File: src/rtl/cpu_pkg.sv
// rtl/cpu_pkg.sv - shared encodings and defaults for the MIPS pipeline core
package cpu_pkg;

  localparam logic [1:0] TUSE_0    = 2'd0;
  localparam logic [1:0] TUSE_1    = 2'd1;
  localparam logic [1:0] TUSE_2    = 2'd2;
  localparam logic [1:0] TUSE_NONE = 2'd3;

  localparam logic [1:0] TNEW_0 = 2'd0;
  localparam logic [1:0] TNEW_1 = 2'd1;
  localparam logic [1:0] TNEW_2 = 2'd2;

  localparam int MULT_CYCLES_DEF = 5;
  localparam int DIV_CYCLES_DEF  = 10;
  localparam int CNT_W_DEF       = 4;

  localparam logic [4:0]  REG_ZERO = 5'd0;
  localparam logic [31:0] RESET_PC = 32'h00003000;

  typedef enum logic {
    MD_IDLE = 1'b0,
    MD_BUSY = 1'b1
  } md_state_e;

  // A source stalls only when a producer ahead will not have its result
  // ready by the time the D instruction needs it; $0 is never a dependence.
  function automatic logic reg_hazard(input logic [4:0] d_r, input logic [1:0] tuse,
                                      input logic [4:0] a3, input logic [1:0] tnew);
    return (d_r != REG_ZERO) && (d_r == a3) && (tuse < tnew);
  endfunction

endpackage

File: src/rtl/md_busy_tracker.sv
// rtl/md_busy_tracker.sv - models the multi-cycle mult/div unit occupancy
module md_busy_tracker
  import cpu_pkg::*;
#(
  parameter int MULT_CYCLES = MULT_CYCLES_DEF,
  parameter int DIV_CYCLES  = DIV_CYCLES_DEF,
  parameter int CNT_W       = CNT_W_DEF
) (
  input  logic clk,
  input  logic reset,
  input  logic md_start,
  input  logic md_div,
  output logic md_busy
);

  md_state_e        state_q, state_d;
  logic [CNT_W-1:0] cnt_q, cnt_d;

  always_comb begin
    state_d = state_q;
    cnt_d   = cnt_q;
    // A new start always reloads, so the most recent op defines the busy window.
    if (md_start) begin
      cnt_d   = md_div ? CNT_W'(DIV_CYCLES) : CNT_W'(MULT_CYCLES);
      state_d = MD_BUSY;
    end else if (state_q == MD_BUSY) begin
      if (cnt_q == CNT_W'(1)) begin
        cnt_d   = '0;
        state_d = MD_IDLE;
      end else begin
        cnt_d = cnt_q - CNT_W'(1);
      end
    end
  end

  always_ff @(posedge clk) begin
    if (reset) begin
      state_q <= MD_IDLE;
      cnt_q   <= '0;
    end else begin
      state_q <= state_d;
      cnt_q   <= cnt_d;
    end
  end

  // The start cycle itself is busy so a following HI/LO user sees it at once.
  assign md_busy = ~reset & (md_start | (state_q == MD_BUSY));

endmodule

File: src/rtl/hazard_stall_ctrl.sv
// rtl/hazard_stall_ctrl.sv - D-stage stall decision for the 5-stage MIPS core
// Optional stall statistics counters enabled by HAZARD_STALL_STAT_EN.
module hazard_stall_ctrl
  import cpu_pkg::*;
#(
  parameter int MULT_CYCLES = MULT_CYCLES_DEF,
  parameter int DIV_CYCLES  = DIV_CYCLES_DEF,
  parameter int CNT_W       = CNT_W_DEF
) (
  input  logic        clk,
  input  logic        reset,
  input  logic [4:0]  D_rs,
  input  logic [4:0]  D_rt,
  input  logic [1:0]  D_tuse_rs,
  input  logic [1:0]  D_tuse_rt,
  input  logic        D_md_use,
  input  logic [4:0]  E_a3,
  input  logic [1:0]  E_tnew,
  input  logic [4:0]  M_a3,
  input  logic [1:0]  M_tnew,
  input  logic        E_md_start,
  input  logic        E_md_div,
  output logic        stall,
  output logic        pc_en,
  output logic        d_en,
  output logic        e_clr,
`ifdef HAZARD_STALL_STAT_EN
  output logic [31:0] stall_cycles,
  output logic [31:0] md_stall_cycles,
`endif
  output logic        md_busy
);

  logic stall_e_rs, stall_e_rt, stall_m_rs, stall_m_rt;
  logic stall_reg, stall_md;

  md_busy_tracker #(
    .MULT_CYCLES (MULT_CYCLES),
    .DIV_CYCLES  (DIV_CYCLES),
    .CNT_W       (CNT_W)
  ) u_md_busy_tracker (
    .clk      (clk),
    .reset    (reset),
    .md_start (E_md_start),
    .md_div   (E_md_div),
    .md_busy  (md_busy)
  );

  assign stall_e_rs = reg_hazard(D_rs, D_tuse_rs, E_a3, E_tnew);
  assign stall_e_rt = reg_hazard(D_rt, D_tuse_rt, E_a3, E_tnew);
  assign stall_m_rs = reg_hazard(D_rs, D_tuse_rs, M_a3, M_tnew);
  assign stall_m_rt = reg_hazard(D_rt, D_tuse_rt, M_a3, M_tnew);

  assign stall_reg = stall_e_rs | stall_e_rt | stall_m_rs | stall_m_rt;
  assign stall_md  = D_md_use & md_busy;

  assign stall = ~reset & (stall_reg | stall_md);
  assign pc_en = ~stall;
  assign d_en  = ~stall;
  assign e_clr = stall;

`ifdef HAZARD_STALL_STAT_EN
  logic [31:0] stall_cycles_q, stall_cycles_d;
  logic [31:0] md_stall_cycles_q, md_stall_cycles_d;

  always_comb begin
    stall_cycles_d    = stall_cycles_q;
    md_stall_cycles_d = md_stall_cycles_q;
    if (stall && (stall_cycles_q != 32'hFFFFFFFF))
      stall_cycles_d = stall_cycles_q + 32'd1;
    if (stall_md && (md_stall_cycles_q != 32'hFFFFFFFF))
      md_stall_cycles_d = md_stall_cycles_q + 32'd1;
  end

  always_ff @(posedge clk) begin
    if (reset) begin
      stall_cycles_q    <= '0;
      md_stall_cycles_q <= '0;
    end else begin
      stall_cycles_q    <= stall_cycles_d;
      md_stall_cycles_q <= md_stall_cycles_d;
    end
  end

  assign stall_cycles    = stall_cycles_q;
  assign md_stall_cycles = md_stall_cycles_q;
`endif

endmodule

File: config.mk
export PLATFORM = sky130hd
export DESIGN_NAME = hazard_stall_ctrl
export DESIGN_NICKNAME = d
export VERILOG_FILES = /design/src/rtl/cpu_pkg.sv /design/src/rtl/md_busy_tracker.sv /design/src/rtl/hazard_stall_ctrl.sv
export SDC_FILE = /design/constraint.sdc
export NUM_CORES = 1
export LEC_CHECK = 0
export CORE_MARGIN = 2
export CORE_UTILIZATION = 40
export CTS_BUF_LIST = sky130_fd_sc_hd__clkbuf_4 sky130_fd_sc_hd__clkbuf_8
export DETAILED_ROUTE_END_ITERATION = 12
export DONT_BUFFER_PORTS = 1
export GPL_TIMING_DRIVEN = 0
export PLACE_DENSITY = 0.57
export SYNTH_ARGS = -nofsm -noshare
export SYNTH_HDL_FRONTEND = slang
export SYNTH_SLANG_ARGS = --single-unit
File: constraint.sdc
create_clock -name clk -period 1.3 [get_ports clk]
set_input_delay 0.065 -clock clk [delete_from_list [all_inputs] [get_ports clk]]
set_output_delay 0.065 -clock clk [all_outputs]
set_load 0.02 [all_outputs]
-- Yosys cells after proc, flatten, opt, wreduce, memory -nomap -nowiden
Cells that the tools add are included.
- latch bits: 0
- bits in registers: 5
- output and inout port bits: 5
- logic and storage cells: 40
- memory bits (writable): 0
- bits in read-only memories: 0
- memories kept: 0
- bits of input ports: 33
- shift-type cells: 0
- eq/ne operators: 5
- order comparisons: 4
- add/subtract/negate cells: 1
- muxes and demuxes: 7
- $mul: 0
- div/mod/pow operators: 0
- bitwise gates (word level): 10
- reductions and logical operators: 11
- operators with widths (cell ; number):
    $eq 5x5->1 ; 4
    $mux 4 ; 4
    $reduce_bool 5->1 ; 2
    $logic_and 1x1->1 ; 8
    $lt 2x2->1 ; 4
    $or 1x1->1 ; 5
    $eq 4x1->1 const B ; 1
    $sub 4x1->4 const B ; 1
    $and 1x1->1 ; 3
    $mux 1 ; 3
    $not 1->1 ; 2
    $reduce_bool 2->1 ; 1

-- Depth between registers and ports, before layout
Gate-level depths: netlist of run 1.
- depth after elaboration: 9
- gate-level depth with buffers: 7
- gate-level depth less buffers: 7

-- Cells and area by module
From an unflattened synthesis of run 1, not the netlist that was laid out.
- cells, all modules: 82
- area total of the unflattened synthesis: 686.9 sq um
- by module, submodules not included (module ; cells an instance ; sequential area each (sq um) ; times used ; area an instance (sq um)):
    hazard_stall_ctrl ; 50 ; 0.0 ; 1 ; 401.6
    md_busy_tracker ; 32 ; 100.1 ; 1 ; 285.3

-- Worst setup path after synthesis of run 1
No wires, ideal clock.
- path kind: flip-flop to output port
- start: reg u_md_busy_tracker.state_q
- end: out pc_en
- data required time: 1.235 ns
- arrival time: 1.520 ns
- path slack: -0.285 ns
- buffers on the path: 1
- cell stages (with the launch flop): 5
- cells stage by stage: dfxtp_1 > nor2_1 > nor2_1 > a211oi_1 > buf_4
- longest elaborated chain between the ends: 6
- RTL lines (what ; line ; source):
    from (decl) ; md_busy_tracker.sv:16 ; md_state_e state_q, state_d;
    from (signal assigned) ; md_busy_tracker.sv:41 ; state_q <= state_d;
    $or 1x1->1 ; md_busy_tracker.sv:47 ; assign md_busy = ~reset & (md_start | (state_q == MD_BUSY));
    $and 1x1->1 ; md_busy_tracker.sv:47 ;
    via md_busy ; hazard_stall_ctrl.sv:31 ; output logic md_busy
    $and 1x1->1 ; hazard_stall_ctrl.sv:55 ; assign stall_md = D_md_use & md_busy;
    $or 1x1->1 ; hazard_stall_ctrl.sv:57 ; assign stall = ~reset & (stall_reg | stall_md);
    $and 1x1->1 ; hazard_stall_ctrl.sv:57 ;
    $not 1->1 ; - ;
    to (decl) ; hazard_stall_ctrl.sv:24 ; output logic pc_en,
The timed path passes the listed nets, and every way through them passes these cells.

-- Final worst setup path of run 1
Same ends and word-level chain as after synthesis.

==> flow_summary.yaml, run 1 <==
logic_synthesis:
  syn_avg_cell_area_um2: 7.68
  ys_types: 23
  ys_ff_latch: 5
  synth_area_um2: 661
  syn_nets: 125
  yosysWarnings: 0
  syn_inst: 86
  ys_seq_area_share_pct: 15.2
critical_path:
  rr_endpoint: "u_md_busy_tracker.cnt_q[2]"
  cp.arrival_ns: 1.38
  rr_worst_depth: 5
  cp-start-kind: "flop"
  cp-startpoint: "u_md_busy_tracker.state_q"
  required_ns: 1.24
  crit_fanout: 6
  crit_path_max_incr_delay_ns: 0.39
  crit_type: "flop to output pin"
  crit_family: "compound AO/OA/AOI/OAI gates"
  cp_cell_sequence: "nor2_4 > nor2_4 > a211oi_4 > buf_6"
  end_kind: "output pin"
  cp.depth: 4
  reg2reg_from: "u_md_busy_tracker.cnt_q[1]"
  ff2ff_setup_slack_ns: -0.06
  crit_buf_inv: 1
  cp_slowest_cell: "a211oi_4"
  crit_end: "pc_en"
  cp_common_cell: "nor2_4"
placement:
  dp.final_hpwl_mm: 1.29
  portBuffers: 0
  gp_congestion: 0.787
  placedCellCount: 102
global_route:
  grt_pass1_wl_mm: 2.52
  grt_usage_pct: 17.3
  grt_pass1_vias: 648
  grt_start_max_net_pins: 11
  grt_overflow_total: 0
  grt_antenna_before_repair: 0
timing:
  finalWorstSetupSlack_ns: -0.150
  hold_violations: 0
  report.final.slew_viol_count: 0
  worst_slew_pin_slew_ns: 0.516
  rsz0062_at_grt: "yes"
  finalCriticalPeriod_ns: 1.45
  max_slew_margin_pct: 65.6
  finClkSkew_ns: 0.00328
  fin_crit_sh_pct: 112
  setup_viol: 3
  fmax_ghz: 0.690
finish:
  drive_above_1_share_pct: 29.3
  multi_input_area_um2: 644
  final_util_pct: 57.1
  fillers: 143
  n_antenna_cell: 0
  seqCellArea_um2: 104
  syn2layout_area_growth_pct: 31.8
  fin_cells: 108
  final_nets: 132
clock_network:
  clkSinkCount: 5
  clock_latency_ns: 0.24
  clockBufferDepth: 2
  root_buffer: "clkbuf_4"
  htreeDepth: 1
  cts_tree: "built"
  clk_pin_slew_ns: 0.04
  numCtsBuffers: 3
outcome:
  status: "complete, but fails checks"
  violations: "setup timing"
power:
  p_leak_nw: 0.327
  ir_worst_vdd_mv: 0.474
  powerDensity_nw_per_um2: 710
run:
  max_cap_viol_count: 0
floorplanning:
  fp.dieArea_um2: 1990
  die_y_um: 44.6
  dieWidth_um: 44.6
  fp.coreArea_um2: 1520
  start_util_pct: 43.3
  num_io_pins: 38
  row_count: 14
route:
  routed_wl_mm: 1.57
  drt_iter0_markers: 1
  route.detailed.wl_per_inst_um: 14.6
  dr_total_vias: 604
  drc: 0
  postRouteAntennaNets: 0
  dr.pass1.iters: 3
  vias_per_cell: 5.59
worst_hold_path:
  hold_start: "D_md_use"
  hold_path_class: "input pin to output pin"
==> logic make-up (layout without fill, tap and decap cells) <==
family,after synthesis,after routing,synth area share [%]
buffers and inverters,10,16,6.82
DFF,5,5,15.2
muxes,1,1,1.52
and+or+nand+nor,28,28,20.3
AOI/OAI and AO/OA,15,15,17.0
adders and majority gates,6,6,11.4
xor gates and xnor gates,21,21,27.8
==> per-layer routing <==
| layer | track usage [%] | up-vias | share of wire (%) |
|---|---|---|---|
| met2 | 32.2 | 20 | 57 |
| met5 | 0 | - | 0 |
| li1 | - | 308 | - |
| met4 | 7.27 | 0 | 0 |
| met1 | 19.5 | 276 | 35 |
| met3 | 2.04 | 0 | 7.9 |
==> flip-flops by register name, indices dropped and copies added, names as in the netlist <==
signal	count
u_md_busy_tracker.cnt_q	4
u_md_busy_tracker.state_q	1
==> through the flow <==
| step | setup WS (ns) | hold slack [ns] | power (mW) | instance area [um2] | setup TNS (ns) |
|---|---|---|---|---|---|
| 4_1_cts | -0.171 | 0.204 | 0.619 | 831 | -0.446 |
| 3_3_place_gp | -0.262 | 0.166 | 0.363 | 696 | -0.587 |
| 5_1_grt | -0.208 | 0.205 | 0.663 | 871 | -0.731 |
| 2_1_floorplan | -0.0664 | 0.164 | 0.336 | 676 | -0.0886 |
| 6_report | -0.150 | 0.204 | 0.618 | 871 | -0.347 |
| 3_5_place_dp | -0.275 | 0.168 | 0.366 | 696 | -0.620 |
==> cells in the mapped netlist <==
| cell type | n | area (um2) |
|---|---|---|
| xor2_1 | 19 | 166 |
| nor2_1 | 14 | 52.6 |
| ha_1 | 6 | 75.1 |
| inv_1 | 6 | 22.5 |
| dfxtp_1 | 5 | 100 |
| a211oi_1 | 4 | 30.0 |
| nor4_1 | 4 | 25.0 |
| o21ai_0 | 4 | 20.0 |
| a21oi_1 | 3 | 15.0 |
| nand3_1 | 3 | 15.0 |
| a221oi_2 | 2 | 30.0 |
| buf_4 | 2 | 15.0 |
| clkbuf_1 | 2 | 7.51 |
| nor3_1 | 2 | 10.0 |
| xnor2_1 | 2 | 17.5 |
| a211o_1 | 1 | 8.76 |
| a221oi_1 | 1 | 8.76 |
| mux2i_1 | 1 | 10.0 |
| nand2_1 | 1 | 3.75 |
| nand4_1 | 1 | 6.26 |
| nor2b_1 | 1 | 6.26 |
| nor4b_1 | 1 | 8.76 |
| or3_1 | 1 | 6.26 |
==> worst min-delay path by stage <==
stage / endpoint / cells after the start
after floorplan: u_md_busy_tracker.cnt_q[0] / 1
after global placement: u_md_busy_tracker.cnt_q[0] / 1
after detailed placement: u_md_busy_tracker.cnt_q[0] / 1
after CTS: d_en / 1
after global routing: d_en / 1
final: d_en / 1
==> cell type report <==
type                    instances  share of cell area (%)
flip-flops and latches          5                    11.9
clock buffers                   4                    3.45
plain buffers                   4                    3.45
well taps                      16                    2.30
multi-input cells              71                    74.0
inverters                       6                    2.87
repair buffers                  2                    2.01
==> what timing repair did <==
item,CTS,global route
pin swaps,11,10
hold buffers,1,0
gates resized for setup,16,6
endpoints found under the hold margin,4,0
setup buffers,1,0
endpoints found under the setup margin,6,7
==> cells in the final DEF, fill, tap and decap left out, drive strengths merged <==
cell and instances:
nor3 2, nand4 1, nor4b 1, nand2 1, o21ai 4, xnor2 2
inv 6, nand3 3, a21oi 3, nor2 14, dlygate4sd3 1, clkbuf 6
a211o 1, dfxtp 5, xor2 19, a221oi 3, mux2i 1, buf 3
nor2b 1, a211oi 4, or3 1, ha 6, nor4 4
==> report_power, final <==
group	switching [mW]	internal [mW]	total, mW	leakage, nW
sequential	0.0166	0.169	0.185	0.0424
clock	0.0650	0.137	0.202	0.0184
combinational	0.121	0.110	0.231	0.266
Note: power is estimated with default switching activity, not from simulation.
==> run 2: changes to the inputs <==
--- a/config.mk
+++ b/config.mk
@@ -5,13 +5,12 @@
 export SDC_FILE = /design/constraint.sdc
 export NUM_CORES = 1
 export LEC_CHECK = 0
-export CORE_MARGIN = 2
 export CORE_UTILIZATION = 40
 export CTS_BUF_LIST = sky130_fd_sc_hd__clkbuf_4 sky130_fd_sc_hd__clkbuf_8
 export DETAILED_ROUTE_END_ITERATION = 12
 export DONT_BUFFER_PORTS = 1
 export GPL_TIMING_DRIVEN = 0
-export PLACE_DENSITY = 0.57
+export PLACE_DENSITY = 0.55
 export SYNTH_ARGS = -nofsm -noshare
 export SYNTH_HDL_FRONTEND = slang
 export SYNTH_SLANG_ARGS = --single-unit
==> constraint.sdc (replaced) <==
create_clock -name clk -period 1.63 [get_ports clk]
set_input_delay 0.0815 -clock clk [delete_from_list [all_inputs] [get_ports clk]]
set_output_delay 0.0815 -clock clk [all_outputs]
set_load 0.02 [all_outputs]
==> flow_summary.yaml, run 2 (synthesis gave the netlist of run 1 again) <==
clock_network:
  numCtsBuffers: 3
  root_buffer: "clkbuf_4"
  clockBufferDepth: 2
  htreeDepth: 1
  clk_pin_slew_ns: 0.04
  clkSinkCount: 5
  clock_latency_ns: 0.24
  cts_tree: "built"
route:
  dr.max_layer_used: "met3"
  dr.pass1.iters: 3
  dr_total_vias: 602
  drt-met1-wl_um: 485
  dr_wl_met2_um: 836
  postRouteAntennaNets: 0
  wl_met3_um: 97
  drc: 0
  drt_iter0_markers: 5
  routed_wl_mm: 1.42
  route.detailed.wl_per_inst_um: 13.0
  vias_per_cell: 5.52
finish:
  final_util_pct: 51.6
  multi_input_area_um2: 562
  n_antenna_cell: 0
  layout_common_cells: "19 x xor2_1, 12 x nor2_1, 6 x inv_1, 6 x ha_1, 5 x dfxtp_1"
  top_register: "u_md_busy_tracker.cnt_q"
  syn2layout_area_growth_pct: 18.9
  layout_commonest_cell: "xor2_1"
  drive_above_1_share_pct: 16.1
  final_nets: 133
  stdcell_area_um2: 786
  largest_reg_flops: 4
  seqCellArea_um2: 100
  fillers: 166
  top_regs: "u_md_busy_tracker.cnt_q (4), u_md_busy_tracker.state_q (1)"
timing:
  hold-worst-slack_ns: 0.0119
  fin_crit_sh_pct: 96.6
  finClkSkew_ns: 0.00420
  worst_slew_pin_slew_ns: 0.502
  report.final.slew_viol_count: 0
  hold_violations: 0
  finalCriticalPeriod_ns: 1.57
  max_slew_margin_pct: 66.5
  setup_viol: 0
  fmax_ghz: 0.635
run:
  max_cap_viol_count: 0
critical_path:
  crit_type: "input pin to output pin"
  crit_fanout: 3
  rr_endpoint: "u_md_busy_tracker.cnt_q[2]"
  cp-startpoint: "D_rt[3]"
  rr_worst_depth: 5
  crit_end: "stall"
  end_kind: "output pin"
  reg2reg_from: "u_md_busy_tracker.cnt_q[1]"
  cp.arrival_ns: 1.49
  required_ns: 1.55
  cp-start-kind: "input pin"
  ff2ff_setup_slack_ns: 0.21
power:
  ir_worst_vdd_mv: 0.403
  p_leak_nw: 0.323
  powerDensity_nw_per_um2: 592
global_route:
  grt_pass1_wl_mm: 2.19
  grt_antenna_before_repair: 0
  grt_overflow_total: 0
  grt_start_max_net_pins: 11
  grt_pass1_vias: 598
  grt_usage_pct: 16.2
placement:
  place_area_um2: 681
  portBuffers: 0
  gp_congestion: 0.791
  dp.final_hpwl_mm: 1.19
floorplanning:
  fp.coreArea_um2: 1520
  row_count: 14
  dieWidth_um: 42.6
  fp.dieArea_um2: 1820
  num_io_pins: 38
  start_util_pct: 43.3
  die_y_um: 42.6
worst_hold_path:
  hold_path_class: "input pin to flop"
outcome:
  status: "completed"
## run 2: final cells by class
| cell class | count | share of cell area [%] |
|---|---|---|
| sequential | 5 | 12.7 |
| inverter | 6 | 2.87 |
| clock buffer | 4 | 3.82 |
| buffer | 4 | 3.34 |
| timing repair buffer | 3 | 3.18 |
| tap | 16 | 2.55 |
| multi-input combinational | 71 | 71.5 |
## run 2: power by group
group / internal (mW) / total, mW / switching, mW
clock: 0.109 / 0.163 / 0.0540
sequential: 0.133 / 0.144 / 0.0112
combinational: 0.0739 / 0.158 / 0.0841
## run 2: repair_timing
action / CTS / global route
cloned: 0 / 0
endpoints found under the setup margin: 3 / 1
pin swaps: 3 / 4
buffers inserted: 2 / 0
hold buffers: 1 / 0
hold endpoints to repair: 3 / 0
resized for setup: 6 / 3
## run 2: layer usage
metal	GRT usage, %	up-vias
li1	-	313
met1	15.6	271
met2	32.4	18
met3	3.45	0
met4	5.63	0
met5	0	-
## run 2: how the worst min path moves through the flow
stage / start / to / slack (ns) / depth (start not counted)
floorplan: E_md_div / u_md_busy_tracker.cnt_q[0] / 0.18 / 1
global placement: E_md_div / u_md_busy_tracker.cnt_q[0] / 0.18 / 1
CTS: E_md_div / u_md_busy_tracker.cnt_q[3] / 0.01 / 2
finish: E_md_div / u_md_busy_tracker.cnt_q[3] / 0.01 / 2
detailed placement: E_md_div / u_md_busy_tracker.cnt_q[0] / 0.20 / 1
global route: E_md_div / u_md_busy_tracker.cnt_q[3] / 0.04 / 2
## run 2: through the flow
stage / cells / total power [mW] / setup TNS, ns / setup slack [ns]
6_report: 109 / 0.466 / 0 / 0.0554
5_1_grt: 109 / 0.499 / -0.000205 / -0.000205
4_1_cts: 109 / 0.469 / 0 / 0.0192
3_5_place_dp: 102 / 0.285 / -0.0690 / -0.0690
3_3_place_gp: 102 / 0.284 / -0.0626 / -0.0626
2_1_floorplan: 86 / 0.263 / 0 / 0.0281
## run 2: worst max-delay path, stage by stage
cell and delay (ns):
xor2_1 0.14, nor4_1 0.32, nand3_1 0.18, a221oi_4 0.34, a211o_1 0.27, buf_6 0.16
